## src/rtl/maze_solver_ctrl.sv

```systemverilog
// Depth-first search sequencer for a 16x16 maze: walks the mouse-location
// datapath from 8'h00 to GOAL, marking visited cells and backtracking via the stack.
module maze_solver_ctrl #(
    parameter logic [7:0]  GOAL    = 8'hFF,
    parameter logic [15:0] MAX_CYC = 16'd8192
) (
    input  logic       clk,
    input  logic       rst,
    input  logic       start,
    input  logic       cntReach,
    input  logic       empStck,
    input  logic [7:0] curLoc,
    input  logic [7:0] nxtLoc,
    input  logic       memDout,
    output logic       rgLd,
    output logic [1:0] dir,
    output logic       adderEn,
    output logic       push,
    output logic       pop,
    output logic       done,
    output logic       run,
    output logic [7:0] memAddr,
    output logic       memRd,
    output logic       memWr,
    output logic       busy,
    output logic       fail
);

    localparam int unsigned WD_W = 16;

    typedef enum logic [3:0] {
        S_IDLE,
        S_MARK,
        S_CHKGOAL,
        S_DIRSEL,
        S_EVAL,
        S_MOVE,
        S_NEXTDIR,
        S_BACK,
        S_DONE,
        S_RUN,
        S_FAIL
    } state_e;

    state_e          state_q, state_d;
    logic [1:0]      dir_q, dir_d;
    logic [WD_W-1:0] wdog_q, wdog_d;
    logic            fail_q, fail_d;
    logic            search_c;
    logic            wd_hit_c;

    always_ff @(posedge clk or negedge rst) begin
        if (!rst) begin
            state_q <= S_IDLE;
            dir_q   <= 2'b00;
            wdog_q  <= '0;
            fail_q  <= 1'b0;
        end else begin
            state_q <= state_d;
            dir_q   <= dir_d;
            wdog_q  <= wdog_d;
            fail_q  <= fail_d;
        end
    end

    // Watchdog only polices the exploring states, not DONE/RUN/FAIL.
    assign search_c = state_q inside {S_MARK, S_CHKGOAL, S_DIRSEL, S_EVAL,
                                      S_MOVE, S_NEXTDIR, S_BACK};
    assign wd_hit_c = search_c && (wdog_q >= MAX_CYC);

    always_comb begin
        state_d = state_q;
        dir_d   = dir_q;
        wdog_d  = wdog_q;
        fail_d  = fail_q;
        rgLd    = 1'b0;
        adderEn = 1'b0;
        push    = 1'b0;
        pop     = 1'b0;
        done    = 1'b0;
        run     = 1'b0;
        memAddr = 8'h00;
        memRd   = 1'b0;
        memWr   = 1'b0;

        // Saturating count so a long DONE/FAIL dwell cannot wrap it.
        if ((state_q != S_IDLE) && (state_q != S_RUN) && (wdog_q < MAX_CYC)) begin
            wdog_d = wdog_q + WD_W'(1);
        end

        case (state_q)
            S_IDLE: begin
                if (start) begin
                    state_d = S_MARK;
                    fail_d  = 1'b0;
                    wdog_d  = '0;
                end
            end
            S_MARK: begin
                memWr   = 1'b1;
                memAddr = curLoc;
                state_d = S_CHKGOAL;
            end
            S_CHKGOAL: begin
                if (curLoc == GOAL) begin
                    state_d = S_DONE;
                end else begin
                    dir_d   = 2'b00;
                    state_d = S_DIRSEL;
                end
            end
            S_DIRSEL: begin
                adderEn = 1'b1;
                if (cntReach) begin
                    state_d = S_NEXTDIR;
                end else begin
                    memRd   = 1'b1;
                    memAddr = nxtLoc;
                    state_d = S_EVAL;
                end
            end
            S_EVAL: begin
                adderEn = 1'b1;
                memAddr = nxtLoc;
                state_d = memDout ? S_NEXTDIR : S_MOVE;
            end
            S_MOVE: begin
                adderEn = 1'b1;
                push    = 1'b1;
                rgLd    = 1'b1;
                state_d = S_MARK;
            end
            S_NEXTDIR: begin
                if (dir_q == 2'b11) begin
                    state_d = S_BACK;
                end else begin
                    dir_d   = dir_q + 2'd1;
                    state_d = S_DIRSEL;
                end
            end
            S_BACK: begin
                if (empStck) begin
                    state_d = S_FAIL;
                end else begin
                    pop     = 1'b1;
                    rgLd    = 1'b1;
                    dir_d   = 2'b00;
                    state_d = S_DIRSEL;
                end
            end
            S_DONE: begin
                done    = 1'b1;
                state_d = S_RUN;
            end
            S_RUN: begin
                run = 1'b1;
                if (empStck) begin
                    state_d = S_IDLE;
                end
            end
            S_FAIL: begin
                state_d = S_IDLE;
            end
            default: begin
                state_d = S_IDLE;
            end
        endcase

        if (wd_hit_c) begin
            state_d = S_FAIL;
            memRd   = 1'b0;
            memWr   = 1'b0;
        end

        // fail rises together with entry into FAIL and stays until the next start.
        if (state_d == S_FAIL) begin
            fail_d = 1'b1;
        end
    end

    assign dir  = dir_q;
    assign busy = (state_q != S_IDLE);
    assign fail = fail_q;

endmodule

```

## config.mk

```make
export PLATFORM = sky130hd
export DESIGN_NAME = maze_solver_ctrl
export DESIGN_NICKNAME = d
export VERILOG_FILES = /design/src/rtl/maze_solver_ctrl.sv
export SDC_FILE = /design/constraint.sdc
export NUM_CORES = 1
export LEC_CHECK = 0
export CORE_ASPECT_RATIO = 0.5
export CORE_MARGIN = 1.5
export CORE_UTILIZATION = 50
export CTS_CLUSTER_DIAMETER = 50
export DETAILED_ROUTE_END_ITERATION = 8
export HOLD_SLACK_MARGIN = 0.08
export PLACE_DENSITY = 0.89
export REMOVE_ABC_BUFFERS = 1
export SYNTH_ARGS = -nofsm -noshare
export SYNTH_HDL_FRONTEND = slang
export SYNTH_SLANG_ARGS = --single-unit
```

## constraint.sdc

```tcl
create_clock -name clk -period 2.65 [get_ports clk]
set_clock_uncertainty 0.15 [all_clocks]
set_input_delay 0.53 -clock clk [delete_from_list [all_inputs] [get_ports clk]]
set_output_delay 0.53 -clock clk [all_outputs]
set_load 0.05 [all_outputs]
```

==> run summary <==
Port Buffer Count - 41
Post-Syn Area - 1520 um2
Clock Pin Slew Worst Setup and Hold Paths - 0.08 ns
Avg Cell Area, Syn - 8.87 um2
Worst Setup End Kind - output pin
Final setup viols - 0
Mux cell area share after synthesis - 2.64%
Clock Path Buffers - 2
Final Core Density - 79.5%
Max_slew headroom - 52.7%
Status - completed
Unrepaired setup endpoints after global routing - true
Antenna Cells - 0
Initial Util - 55.5%
HP Class - register to register
Routed wire length per instance - 16.1 um
DRC violations left - 0
Period minus WS final - 2.62 ns
Synthesized instance count - 171
Power after layout - 2.14 mW
Fin crit share - 98.8%
Via density - 6.04
Layout Cells excl Fill - 254
Initial antenna violation count - 0
Largest family of logic cells by synthesized area - simple AND/OR/NAND/NOR gates
Maximum VDD drop - 0.000729 V
P_leak - 0.933 nW
Critical path class - input port to output pin
Number of synthesized register bits - 23
Xor/xnor share of the synthesized area - 4.54%
Largest net degree at the start of global routing - 24
Num CTS Buffers - 3
Sequential element share of the synthesized area - 38.0%
Synth Area in Simple Gates - 23.9%
Global-route usage over all layers - 26.2%
Synth warnings - 0
Yosys cell types - 44
Initial detailed-routing violation count - 136
Crit start category - input port
Via count - 1535
Nets - 243
Final HPWL DP - 3050 um
Worst Path Arrival - 1.94 ns
Final hold violations - 0
Worst Path Required - 1.97 ns
Slew Viols, Final - 0
GP Congestion - 0.837
Die X-Extent - 80.9 um
Congestion Overflow GR - 0
Core Box Area - 2730 um2
Post-synthesis adder-cell area fraction - 2.48%
Clock Tree Root - clkbuf_8
Fmax - 382 MHz
DRT antenna net count - 0
First-pass GRT wire length - 6910 um
Pwr/cell area - 987 nW/um2
Post-CTS Setup Inserts - 0
Area of the die - 3390 um2
IO Pins - 42
First-pass iteration count of the detailed router - 4
Clk_lat worst skew - 0.27 ns
Worst-Margin Slew - 0.707 ns
H-tree levels - 1
WL final - 4100 um
Number of max-cap violations - 0
Clock sink count - 23
Num rows - 13
Post-Place Cells - 250
Compound-Gate Fraction of Synth Area - 23.7%
Share of layout cells above drive strength 1 - 16.6%
TritonCTS clock tree - done
Synth-to-Final Area Change - 43.3%
Die height - 41.9 um
Critical path peak fanout - 8
Vias in the first global route - 1546
layout by cell type (no fill, tap or decap), types with 5 or more instances in the layout:
cell	instances
a22o_1	7
o21ai_0	7
nor3_1	7
buf_4	12
xnor2_1	6
clkdlybuf4s50_1	24
nand2b_1	5
nand2_1	16
nor2_1	19
a21oi_1	6
nand4_1	6
inv_1	10
dfrtp_1	23
nand3_1	8
buf_12	13
worst paths after layout:
path,to,startpoint,slack [ns],depth (start not counted)
setup / recovery,memAddr[0],cntReach,0.03,6
hold / removal,fail,fail,0.33,1
setup reg to reg,wdog_q[9],state_q[2],0.52,5
hold reg to reg,fail,fail,0.33,1
max in group asynchronous,fail,rst,1.64,2
min in group asynchronous,wdog_q[1],rst,0.47,2
registers in the layout (all words and copies together) (netlist names):
register  cells
dir           2
state_q       4
wdog_q       16
fail          1
metal layers:
| metal | share of wire [%] | GRT usage (%) |
|---|---|---|
| met5 | 0 | 0 |
| met4 | 1.4 | 8.28 |
| met3 | 5.9 | 5.49 |
| met2 | 50 | 43.5 |
| met1 | 43 | 34.3 |
report_power, final:
group / switching (mW) / internal [mW] / leakage (nW)
sequential: 0.0786 / 0.415 / 0.312
clock: 0.117 / 0.105 / 0.0255
combinational: 0.835 / 0.594 / 0.595
total: 1.03 / 1.11 / 0.933
layout make-up:
cell class                 instances  area (um2)
multi-input combinational        131         877
clock buffer                       3        41.3
inverter                          10        37.5
sequential                        23         576
tap                               37        46.3
clock inverter                     1        5.00
fill                             159         559
timing repair buffer              49         591
cell families (layout without fill, tap and decap cells):
logic type	count (synthesis)	in the layout
and+or+nand+nor	73	73
adders and majority gates	3	3
DFF	23	23
buffers and inverters	17	63
muxes	4	4
xor gates and xnor gates	7	7
AOI/OAI and AO/OA	44	44
repair_timing:
action	4_1_cts	5_1_grt
hold buffers	0	0
gates resized for setup	0	1
setup endpoints to repair	0	1
through the flow:
step | setup WS (ns) | hold slack, ns | area (um2) | TNS [ns]
final | 0.0328 | 0.331 | 2170 | 0
after global routing | -0.00221 | 0.372 | 2170 | -0.00221
after CTS | 0.0359 | 0.334 | 2160 | 0
after detailed placement | 0.0434 | 0.316 | 2120 | 0
after global placement | 0.0671 | 0.310 | 2120 | 0
after floorplan | -0.369 | 0.0844 | 1480 | -0.369
cell usage after synthesis:
cell type / instances / area [um2]
dfrtp_1: 23 / 576
nor2_1: 19 / 71.3
nand2_1: 16 / 60.1
inv_1: 10 / 37.5
a22o_1: 8 / 70.1
nand3_1: 8 / 40.0
nor3_1: 7 / 35.0
o21ai_0: 7 / 35.0
a21oi_1: 6 / 30.0
nand4_1: 6 / 37.5
xnor2_1: 6 / 52.6
nand2b_1: 5 / 31.3
clkbuf_1: 4 / 15.0
mux2i_1: 4 / 40.0
a211oi_1: 3 / 22.5
and3_1: 3 / 18.8
ha_1: 3 / 37.5
a2111oi_2: 2 / 30.0
a21o_1: 2 / 15.0
a31oi_1: 2 / 12.5
and2_1: 2 / 12.5
nor2b_1: 2 / 12.5
o21a_1: 2 / 15.0
a2111oi_1: 1 / 10.0
a2111oi_4: 1 / 27.5
a211o_1: 1 / 8.76
a221o_1: 1 / 10.0
a2bb2oi_1: 1 / 8.76
a31o_2: 1 / 8.76
a41o_1: 1 / 10.0
and4_1: 1 / 8.76
buf_1: 1 / 3.75
buf_2: 1 / 5.00
buf_6: 1 / 11.3
nand4b_1: 1 / 8.76
nor4_1: 1 / 6.26
nor4b_1: 1 / 8.76
o2111ai_1: 1 / 8.76
o311a_1: 1 / 10.0
o31ai_1: 1 / 7.51
o32a_1: 1 / 10.0
o41ai_1: 1 / 8.76
or3_4: 1 / 11.3
xnor2_2: 1 / 16.3
critical path, stage by stage:
cell             delay (ns)
clkdlybuf4s50_1        0.44
o32a_1                 0.34
nor2_1                 0.11
buf_4                  0.18
a22o_1                 0.19
buf_12                 0.15
No activity file was read; power rests on OpenSTA's default activity.
